[config.mk]
export PLATFORM = sky130hd
export DESIGN_NAME = posit_encode_round_flat
export DESIGN_NICKNAME = d
export VERILOG_FILES = /design/src/rtl/ppu_pkg.sv /design/src/rtl/posit_encode_round_if.sv /design/src/rtl/posit_round_pack.sv /design/src/rtl/posit_encode_round.sv /design/src/flat_wrapper.sv
export SDC_FILE = /design/constraint.sdc
export NUM_CORES = 1
export LEC_CHECK = 0
export ABC_AREA = 0
export ABC_CLOCK_PERIOD_IN_PS = 19600
export CORE_MARGIN = 5
export CORE_UTILIZATION = 63
export CTS_CLUSTER_DIAMETER = 80
export DETAILED_ROUTE_END_ITERATION = 10
export GPL_TIMING_DRIVEN = 0
export PLACE_DENSITY = 0.95
export SETUP_SLACK_MARGIN = 0.3
export SLEW_MARGIN = 20
export SYNTH_ARGS = -nofsm -noshare
export SYNTH_HDL_FRONTEND = slang
export SYNTH_HIERARCHICAL = 1
export SYNTH_SLANG_ARGS = --single-unit
[constraint.sdc]
create_clock -name clk -period 19.6 [get_ports clk]
set_input_delay 1.96 -clock clk [delete_from_list [all_inputs] [get_ports clk]]
set_output_delay 1.96 -clock clk [all_outputs]
set_load 0.05 [all_outputs]
[src/rtl/ppu_pkg.sv]
// Shared PPU types and constants for the core and encode stages.
// Default geometry is posit<16,1>.
package ppu_pkg;

    localparam int PPU_N          = 16;
    localparam int PPU_ES         = 1;
    localparam int TE_SIZE        = PPU_ES + $clog2(PPU_N) + 1;
    localparam int FRAC_SIZE      = PPU_N - PPU_ES - 3;
    localparam int FRAC_FULL_SIZE = 2 * (FRAC_SIZE + 1);
    localparam int K_SIZE         = TE_SIZE - PPU_ES;
    localparam int RLEN_SIZE      = K_SIZE;

    localparam logic [PPU_N-1:0] NAR    = {1'b1, {(PPU_N-1){1'b0}}};
    localparam logic [PPU_N-1:0] ZERO   = '0;
    localparam logic [PPU_N-1:0] MAXPOS = {1'b0, {(PPU_N-1){1'b1}}};
    localparam logic [PPU_N-1:0] MINPOS = {{(PPU_N-1){1'b0}}, 1'b1};

    localparam logic signed [K_SIZE-1:0] KMAX = K_SIZE'(PPU_N - 2);
    localparam logic signed [K_SIZE-1:0] KMIN = K_SIZE'(-(PPU_N - 2));

    typedef struct packed {
        logic                      sign;
        logic [TE_SIZE-1:0]        te;
        logic [FRAC_FULL_SIZE-1:0] frac;
        logic                      frac_lsb_cut_off;
        logic                      is_zero;
        logic                      is_nar;
    } s1_t;

    typedef struct packed {
        logic                 sat_hi;
        logic                 sat_lo;
        logic                 reg_neg;
        logic [RLEN_SIZE-1:0] reg_len;
        logic [PPU_ES-1:0]    e;
    } regime_t;

    // Split te into regime k and exponent e, clamping k to the encodable range.
    function automatic regime_t regime_decode(input logic [TE_SIZE-1:0] te);
        regime_t                   r;
        logic signed [K_SIZE-1:0]  k;
        logic [K_SIZE-1:0]         ku;
        k        = $signed(te[TE_SIZE-1:PPU_ES]);
        r.sat_hi = k > KMAX;
        r.sat_lo = k < KMIN;
        if (r.sat_hi) begin
            k = KMAX;
        end else if (r.sat_lo) begin
            k = KMIN;
        end
        ku        = k;
        r.reg_neg = k[K_SIZE-1];
        r.reg_len = r.reg_neg ? (~ku + RLEN_SIZE'(2)) : (ku + RLEN_SIZE'(2));
        r.e       = te[PPU_ES-1:0];
        return r;
    endfunction

endpackage

[src/rtl/posit_encode_round_if.sv]
// Handshake bundle between the core arithmetic stage, the encoder
// and writeback.
interface posit_encode_round_if;
    import ppu_pkg::*;

    logic                      in_valid;
    logic                      in_ready;
    logic                      sign;
    logic [TE_SIZE-1:0]        te;
    logic [FRAC_FULL_SIZE-1:0] frac;
    logic                      frac_lsb_cut_off;
    logic                      is_zero;
    logic                      is_nar;
    logic                      out_valid;
    logic                      out_ready;
    logic [PPU_N-1:0]          posit;

    modport master (
        output in_valid, sign, te, frac, frac_lsb_cut_off,
        output is_zero, is_nar, out_ready,
        input  in_ready, out_valid, posit
    );

    modport slave (
        input  in_valid, sign, te, frac, frac_lsb_cut_off,
        input  is_zero, is_nar, out_ready,
        output in_ready, out_valid, posit
    );

endinterface

[src/rtl/posit_round_pack.sv]
// Combinational posit assembly: regime/exponent/fraction packing,
// round-to-nearest-even, saturation and two's-complement sign.
module posit_round_pack
    import ppu_pkg::*;
#(
    parameter int N  = PPU_N,
    parameter int ES = PPU_ES,
    parameter int FW = FRAC_FULL_SIZE,
    parameter int RW = $clog2(N) + 1
) (
    input  logic          sign,
    input  logic [ES-1:0] e,
    input  logic [FW-1:0] frac,
    input  logic          cut,
    input  logic          is_zero,
    input  logic          is_nar,
    input  logic          sat_hi,
    input  logic          sat_lo,
    input  logic          reg_neg,
    input  logic [RW-1:0] reg_len,
    output logic [N-1:0]  posit
);

    localparam int W   = 2 * N + FW;
    localparam int PAD = W - 2 - ES - FW;

    logic signed [W-1:0] seed;
    logic signed [W-1:0] field;
    logic [RW-1:0]       shamt;
    logic [N-2:0]        kept;
    logic                guard;
    logic                sticky;
    logic                rnd;
    logic [N-1:0]        sum;
    logic [N-1:0]        mag;

    // The regime run is produced by sign-filling a "10"/"01" seed.
    always_comb begin
        shamt  = reg_len - RW'(2);
        seed   = {~reg_neg, reg_neg, e, frac, {PAD{1'b0}}};
        field  = seed >>> shamt;
        kept   = field[W-1 -: N-1];
        guard  = field[W-N];
        sticky = (|field[W-N-1:0]) | cut;
        rnd    = guard & (kept[0] | sticky);
        sum    = {1'b0, kept} + {{(N-1){1'b0}}, rnd};
        mag    = sum;
        if (sum[N-1]) begin
            mag = MAXPOS;
        end else if (sum == ZERO) begin
            mag = MINPOS;
        end
        if (sat_hi) begin
            mag = MAXPOS;
        end else if (sat_lo) begin
            mag = MINPOS;
        end
        posit = sign ? (ZERO - mag) : mag;
        if (is_nar) begin
            posit = NAR;
        end else if (is_zero) begin
            posit = ZERO;
        end
    end

endmodule

[src/rtl/posit_encode_round.sv]
// Two-stage posit encode/round pipeline with valid/ready on both sides:
// S1 holds the core result, S2 holds the encoded posit.
module posit_encode_round
    import ppu_pkg::*;
#(
    parameter int N  = PPU_N,
    parameter int ES = PPU_ES
) (
    input logic                 clk,
    input logic                 rst,
    posit_encode_round_if.slave bus
);

    s1_t          s1_d;
    s1_t          s1_q;
    regime_t      rg;
    logic         s1_valid_d;
    logic         s1_valid_q;
    logic         s2_valid_d;
    logic         s2_valid_q;
    logic [N-1:0] posit_d;
    logic [N-1:0] posit_q;
    logic [N-1:0] packed_posit;
    logic         s2_free;
    logic         s1_adv;
    logic         in_ready;
    logic         in_fire;

    always_comb begin
        s2_free    = !s2_valid_q || bus.out_ready;
        s1_adv     = s1_valid_q && s2_free;
        in_ready   = !s1_valid_q || s2_free;
        in_fire    = bus.in_valid && in_ready;
        s1_valid_d = in_fire || (s1_valid_q && !s1_adv);
        s2_valid_d = s1_adv || (s2_valid_q && !bus.out_ready);
        s1_d       = s1_q;
        posit_d    = posit_q;
        if (in_fire) begin
            s1_d.sign             = bus.sign;
            s1_d.te               = bus.te;
            s1_d.frac             = bus.frac;
            s1_d.frac_lsb_cut_off = bus.frac_lsb_cut_off;
            s1_d.is_zero          = bus.is_zero;
            s1_d.is_nar           = bus.is_nar;
        end
        if (s1_adv) begin
            posit_d = packed_posit;
        end
    end

    always_ff @(posedge clk or negedge rst) begin
        if (!rst) begin
            s1_valid_q <= 1'b0;
            s2_valid_q <= 1'b0;
            s1_q       <= '0;
            posit_q    <= '0;
        end else begin
            s1_valid_q <= s1_valid_d;
            s2_valid_q <= s2_valid_d;
            s1_q       <= s1_d;
            posit_q    <= posit_d;
        end
    end

    always_comb begin
        rg = regime_decode(s1_q.te);
    end

    posit_round_pack #(
        .N  (N),
        .ES (ES),
        .FW (FRAC_FULL_SIZE),
        .RW (RLEN_SIZE)
    ) u_pack (
        .sign    (s1_q.sign),
        .e       (rg.e),
        .frac    (s1_q.frac),
        .cut     (s1_q.frac_lsb_cut_off),
        .is_zero (s1_q.is_zero),
        .is_nar  (s1_q.is_nar),
        .sat_hi  (rg.sat_hi),
        .sat_lo  (rg.sat_lo),
        .reg_neg (rg.reg_neg),
        .reg_len (rg.reg_len),
        .posit   (packed_posit)
    );

    assign bus.in_ready  = in_ready;
    assign bus.out_valid = s2_valid_q;
    assign bus.posit     = posit_q;

    a_posit_known: assert property (
        @(posedge clk) disable iff (!rst)
        bus.out_valid |-> !$isunknown(bus.posit)
    );

    a_ready_low: assert property (
        @(posedge clk) disable iff (!rst)
        !in_ready |-> (s1_valid_q && s2_valid_q && !bus.out_ready)
    );

endmodule

[src/flat_wrapper.sv]
// flat-port wrapper written by rule: the top's interface ports become plain ports
module posit_encode_round_flat import ppu_pkg::*;
#(
    parameter int N  = PPU_N,
    parameter int ES = PPU_ES
)
  (clk, rst, bus_in_valid, bus_sign, bus_te, bus_frac, bus_frac_lsb_cut_off, bus_is_zero, bus_is_nar, bus_out_ready, bus_in_ready, bus_out_valid, bus_posit);
  posit_encode_round_if bus_i ();
  input logic clk;
  input logic rst;
  input wire logic [$bits(bus_i.in_valid)-1:0] bus_in_valid;
  input wire logic [$bits(bus_i.sign)-1:0] bus_sign;
  input wire logic [$bits(bus_i.te)-1:0] bus_te;
  input wire logic [$bits(bus_i.frac)-1:0] bus_frac;
  input wire logic [$bits(bus_i.frac_lsb_cut_off)-1:0] bus_frac_lsb_cut_off;
  input wire logic [$bits(bus_i.is_zero)-1:0] bus_is_zero;
  input wire logic [$bits(bus_i.is_nar)-1:0] bus_is_nar;
  input wire logic [$bits(bus_i.out_ready)-1:0] bus_out_ready;
  output wire logic [$bits(bus_i.in_ready)-1:0] bus_in_ready;
  output wire logic [$bits(bus_i.out_valid)-1:0] bus_out_valid;
  output wire logic [$bits(bus_i.posit)-1:0] bus_posit;
  assign bus_i.in_valid = bus_in_valid;
  assign bus_i.sign = bus_sign;
  assign bus_i.te = bus_te;
  assign bus_i.frac = bus_frac;
  assign bus_i.frac_lsb_cut_off = bus_frac_lsb_cut_off;
  assign bus_i.is_zero = bus_is_zero;
  assign bus_i.is_nar = bus_is_nar;
  assign bus_i.out_ready = bus_out_ready;
  assign bus_in_ready = bus_i.in_ready;
  assign bus_out_valid = bus_i.out_valid;
  assign bus_posit = bus_i.posit;
  posit_encode_round #(.N(N), .ES(ES)) u_core (.clk(clk), .rst(rst), .bus(bus_i));
endmodule
==> results of run 1 <==
worst max-delay path by stage:
stage | from | end | slack [ns] | cells past startpoint
2_1_floorplan | u_core/s1_q[33]$_DFFE_PN0P_ | u_core/bus.posit[6]$_DFFE_PN0P_ | 12.97 | 29
3_3_place_gp | u_core/s1_q[33]$_DFFE_PN0P_ | u_core/bus.posit[6]$_DFFE_PN0P_ | 11.86 | 29
3_5_place_dp | u_core/s1_q[33]$_DFFE_PN0P_ | u_core/bus.posit[6]$_DFFE_PN0P_ | 11.65 | 29
4_1_cts | u_core/s1_q[33]$_DFFE_PN0P_ | u_core/bus.posit[6]$_DFFE_PN0P_ | 11.59 | 29
5_1_grt | u_core/s1_q[33]$_DFFE_PN0P_ | u_core/bus.posit[6]$_DFFE_PN0P_ | 10.87 | 29
6_report | u_core/s1_q[33]$_DFFE_PN0P_ | u_core/bus.posit[6]$_DFFE_PN0P_ | 11.29 | 29
cell type report:
class / instances / area (um2)
plain buffers: 37 / 235
inverters: 13 / 48.8
clock buffers: 5 / 68.8
flip-flops and latches: 54 / 1350
fillers: 614 / 2300
repair buffers: 57 / 568
clock inverters: 3 / 47.5
multi-input cells: 495 / 3880
well taps: 108 / 135
layer usage:
layer | share of wire (%) | global-route usage (%) | up-vias | wire length, um
met2 | 47 | 50.9 | 399 | 7970
met5 | 0 | 0 | - | 0
met4 | 3.1 | 9.65 | 0 | 536
li1 | - | - | 2432 | -
met1 | 40 | 41.6 | 2595 | 6860
met3 | 9.7 | 5.10 | 74 | 1650
cells in the mapped netlist, types with 12 or more instances:
| master | count | share of area [%] |
|---|---|---|
| nor2_1 | 47 | 3.2 |
| o21ai_0 | 34 | 3.1 |
| clkbuf_1 | 13 | 0.89 |
| dfrtp_1 | 54 | 25 |
| nor3_1 | 22 | 2.0 |
| nand3_1 | 15 | 1.4 |
| xnor2_1 | 12 | 1.9 |
| nand2_1 | 35 | 2.4 |
| nand2b_1 | 15 | 1.7 |
| a21oi_1 | 27 | 2.5 |
| buf_2 | 14 | 1.3 |
| mux2_4 | 40 | 11 |
| mux2_2 | 23 | 4.7 |
| mux2i_1 | 21 | 3.8 |
logic make-up (layout without fill, tap and decap cells):
logic type	after synthesis	after routing	share of synthesized area (%)
flops	54	54	24.5
fa+ha+maj	5	5	1.13
compound gates	174	174	22.6
simple gates	205	205	20.3
buf+inv	50	115	5.15
xor+xnor	17	17	2.84
mux	94	94	23.5
per-stage QoR:
step / worst slack (ns) / cell area [um2]
after detailed placement: 11.65 / 6220
after global routing: 10.87 / 6340
after CTS: 11.59 / 6330
after global placement: 11.86 / 6220
after floorplan: 12.97 / 5510
final: 11.29 / 6340
worst max-delay path, delay by kind of cell, from the launching register on:
family	cells	cell delay [ns]
adder cells (fa/ha/maj)	5	1.57
AO/OA/AOI/OAI	10	2.91
flip-flops	1	0.46
multiplexers	1	0.15
XOR/XNOR	2	0.33
AND/OR/NAND/NOR	6	1.61
buffers and inverters	5	1.22
flip-flops by register name, summed over array words and instances, names as in the netlist:
name,cells
u_core/bus.out_valid,1
u_core/s1_valid_q,1
u_core/bus.posit,16
u_core/s1_q,35
u_core/rg,1
==> impl_results.md, run 1 <==
* Status: finished, final reports clean
* Achievable clock frequency at around 120 MHz
* CTS tree: built
* R2R cell count at 29
* Fin cells at just under 800
* Mean Syn Cell Area at 9.21 um2
* Reg-to-Reg End: u_core/bus.posit[6]$_DFFE_PN0P_
* Initial Util at approximately 64%
* WL/cell at approximately 22 um
* Main flop type after synthesis: dfrtp_1
* Residual DRC at 0
* RSZ-0062 raised after global routing: false
* Slew HR at a little over two fifths
* Worst Path Required at 19.86 ns
* Via count at 5500
* IO buf count at 57
* Vias per inst at between 7 and 8
* Maximum fanout along the worst path at 11
* Congestion Overflow GR at 0
* CP peak stage delay at 0.61 ns
* Initial DRT Pass Iterations at 5
* Clk root buf: clkbuf_8
* Largest net degree at the start of global routing at 55
* Die Y at 104 um
* Share of cells above drive strength 1 at just under 20%
* CTS resizes at 0
* Ports at 58
* CP Class: reg -> reg
* Area Overhead vs Synth at 15.0%
* Clock latency on the worst-skew pair at around 0.31 ns
* CP endpoint kind: register
* Number of flops mapped to enable cells by yosys at 0
* FFs w/ async S/R, synth at 100%
* Fin Hold WS at between 0.5 and 0.6 ns
* H-tree levels at 2
* Crit share post-route at 42.4%
* HPWL after detailed placement at around 13000 um
* Most common cell after layout, fill and taps aside: clkdlybuf4s50_1
* Post-synth cell types at 90
* Startpoint types: register
* Core area at around 8600 um2
* Vias in the first global route at around 5400
* Max_cap viols at 0
* Initial DRC Count at 727
* Area of the die at about 11000 um2
* Worst-margin pin slew at 0.842 ns
* RD Place Congestion at between 0.9 and 1
* CTS Hold Bufs at 0
* GRT Resource Usage Total at between 30 and 40%
* Post-route ant nets at 0
* Hold crit path type: reg -> reg
* Clk sinks at 54
* Die Width at 104 um
* Yosys reg bits at 54
* Seq/Total Area, Yosys at 24.5%
* R2R Setup Slk at 11.29 ns
* Worst Path Arrival at around 8.6 ns
* Reg-to-Reg Start: u_core/s1_q[33]$_DFFE_PN0P_
* Critical path's slowest cell: or4b_2
* Post-CTS Setup Inserts at 0
* Synth Cell Area at 5510 um2
* Maximum clock path buffer count at 2
* CTS Buf Count at 5
* Final Slew Violations at 0
* Initial antenna violation count at 0
* HP Start: u_core/bus.posit[12]$_DFFE_PN0P_
* Skew final at slightly above 0.006 ns
* TNS Setup at 0 ns
* First-pass GRT wire length at 27800 um
* Cells after synthesis at between 500 and 600
* Antenna Cells at 0
* Final net count at between 700 and 800
* Dpl cells at 764
* Most common cell on crit path: ha_1
* Final WL at 17000 um
* Row Count at 34
* Post-layout min period at 8.31 ns
* Final hold vios at 0
* WHS Path Cells at 1
* Clock transition at path regs at about 0.11 ns
* Syn nets at ~640
* Yosys Warn Count at 6
* Final Util at roughly 73%
* Setup violators final at 0
* WHS Endpoint: u_core/bus.posit[12]$_DFFE_PN0P_
* Commonest non-fill, non-tap cells in the layout: clkdlybuf4s50_1, dfrtp_1, nor2_1
Power of run 1 is not shown: default switching activity piles up to over one toggle a cycle in this logic, so the estimate is an artifact.
==> inputs of run 2 (changes only) <==
ABC_CLOCK_PERIOD_IN_PS = 7600   (was 19600)
CORE_UTILIZATION = 53   (was 63)
PLACE_DENSITY = 0.88   (was 0.95)
clock period = 7.6 ns   (was 19.6 ns; I/O delays follow)
==> run 2 against run 1 <==
Net effect:
- hold slack lost 0.14 ns
- sequential share of layout area shrank 0.74 points
- global-route usage shrank 6.0 points
- register-to-register slack lost 11 ns
- cell count grew 4.3%
- clock skew grew 0.0043 ns
- core utilization shrank 9.2 points
- wire length shrank 6.4%
- fmax grew 17%
- clock-buffer cell count grew 1
- non-clock buffer count grew 5
==> impl_results.md, run 2 (synthesis results as in run 1) <==
* Max_cap viols at 0 (unchanged)
* Vias per inst at 6.64 (-6.8%)
* Final hold vios at 0 (unchanged)
* Reg-to-Reg Start: u_core/s1_q[33]$_DFFE_PN0P_
* Crit-path leading delay family: simple AND/OR/NAND/NOR gates
* Most common cell on crit path: ha_2
* Row Count at 37 (+8.8%)
* Initial DRT Pass Iterations at 8 (+3)
* Critical path buffers and inverters at 3 (-2)
* Via count at 5346 (-2.8%)
* Final net count at 713 (+0.71%)
* Post-route ant nets at 0 (unchanged)
* Crit share post-route at 93.5% (+51 points)
* CP endpoint kind: register
* Clock latency on the worst-skew pair at 0.32 ns (about the same)
* Post-layout min period at 7.11 ns (-1.21 ns)
* Startpoint types: register
* Maximum fanout along the worst path at 10 (-1)
* Vias in the first global route at 5227 (-3.2%)
* Status: finished, final reports clean
* Most common cell after layout, fill and taps aside: clkdlybuf4s50_1
* TNS Setup at 0 ns (unchanged)
* R2R Setup Slk at 0.49 ns (-10.79 ns)
* Final Slew Violations at 0 (unchanged)
* WL/cell at 19.8 um (-10%)
* Final Util at 64.2% (-9.2 points)
* IO buf count at 57 (unchanged)
* Clock transition at path regs at 0.10 ns (about the same)
* Critical path's slowest cell: or4_4
* Worst-margin pin slew at 0.937 ns (+0.0951 ns)
* Area of the die at 12500 um2 (+17%)
* Final WL at 15900 um (-6.4%)
* CTS Hold Bufs at 0 (unchanged)
* Achievable clock frequency at 141 MHz (+17%)
* Share of cells above drive strength 1 at 24.2% (+4.3 points)
* Hold crit path type: in -> async
* Largest net degree at the start of global routing at 36 (-35%)
* Initial antenna violation count at 0 (unchanged)
* Setup violators final at 0 (unchanged)
* Fin Hold WS at 0.383 ns (-0.136 ns)
* Die Y at 112 um (+8.2%)
* Antenna Cells at 0 (unchanged)
* Clk sinks at 54 (unchanged)
* First-pass GRT wire length at 26000 um (-6.2%)
* HPWL after detailed placement at 12200 um (-7.0%)
* RD Place Congestion at 0.977 (-1.7%)
* H-tree levels at 2 (unchanged)
* RSZ-0062 raised after global routing: false
* CP startpoint: u_core/s1_q[33]$_DFFE_PN0P_
* CP Class: reg -> reg
* Fillcell total at 821 (+34%)
* Congestion Overflow GR at 0 (unchanged)
* CTS Buf Count at 5 (unchanged)
* Slew HR at 37.0% (-6.4 points)
* Worst Path Required at 7.86 ns (-12.00 ns)
* Largest Register: u_core/s1_q
* Final instance area at 6570 um2 (+3.7%)
* Worst Path Arrival at 7.37 ns (-1.20 ns)
* Commonest non-fill, non-tap cells in the layout: clkdlybuf4s50_1, dfrtp_1, nor2_1
* DP Area at 6280 um2 (+0.95%)
* Maximum clock path buffer count at 2 (unchanged)
* CTS tree: built
* Residual DRC at 0 (unchanged)
* Ports at 58 (unchanged)
* Skew final at 0.0104 ns (+0.00429 ns)
* Die Width at 112 um (+8.2%)
* CP peak stage delay at 0.60 ns (about the same)
* Clk root buf: clkbuf_8
* GRT Resource Usage Total at 25.0% (-6.0 points)
* Core area at 10200 um2 (+18%)
* Initial DRC Count at 596 (-18%)
* Area Overhead vs Synth at 19.2%
* Max FFs per register at 35 (unchanged)
* Initial Util at 53.9% (-10 points)
## run 2: area by class of cell
type                       instances  area [um2]  area share (%)
inverter                          13        51.3           0.781
clock buffer                       6        72.6            1.10
tap                              136         170            2.59
buffer                            37         246            3.75
clock inverter                     2        37.5           0.571
sequential                        54        1350            20.6
multi-input combinational        495        4030            61.3
timing repair buffer              62         616            9.37
## run 2: path summary, 6_finish.rpt
kind	to	cells after the start
hold reg to reg	u_core/bus.posit[12]$_DFFE_PN0P_	1
setup reg to reg	u_core/bus.posit[6]$_DFFE_PN0P_	26
min in group clk	u_core/bus.posit[12]$_DFFE_PN0P_	1
hold / removal	u_core/bus.posit[2]$_DFFE_PN0P_	1
max in group asynchronous	u_core/s1_q[21]$_DFFE_PN0P_	2
setup / recovery	u_core/bus.posit[6]$_DFFE_PN0P_	26
## run 2: through the flow
stage	setup slack, ns	cells
5_1_grt	0.261	805
3_5_place_dp	-0.382	793
2_1_floorplan	0.969	599
4_1_cts	0.312	803
6_report	0.494	805
3_3_place_gp	-0.235	792
## run 2: routing by layer
layer / wire [um] / part of all wire, % / up-vias / GRT usage [%]
li1: - / - / 2439 / -
met1: 6600 / 41 / 2525 / 34.4
met2: 7280 / 46 / 333 / 39.2
met3: 1690 / 11 / 49 / 5.16
met4: 362 / 2.3 / 0 / 8.33
met5: 0 / 0 / - / 0
## run 2: what timing repair did
| action | CTS | global route |
|---|---|---|
| pin swaps | 3 | 5 |
| resized for setup | 15 | 31 |
| setup endpoints to repair | 8 | 6 |
| buffers inserted | 2 | 2 |
Power of run 2 is left out for the same reason.
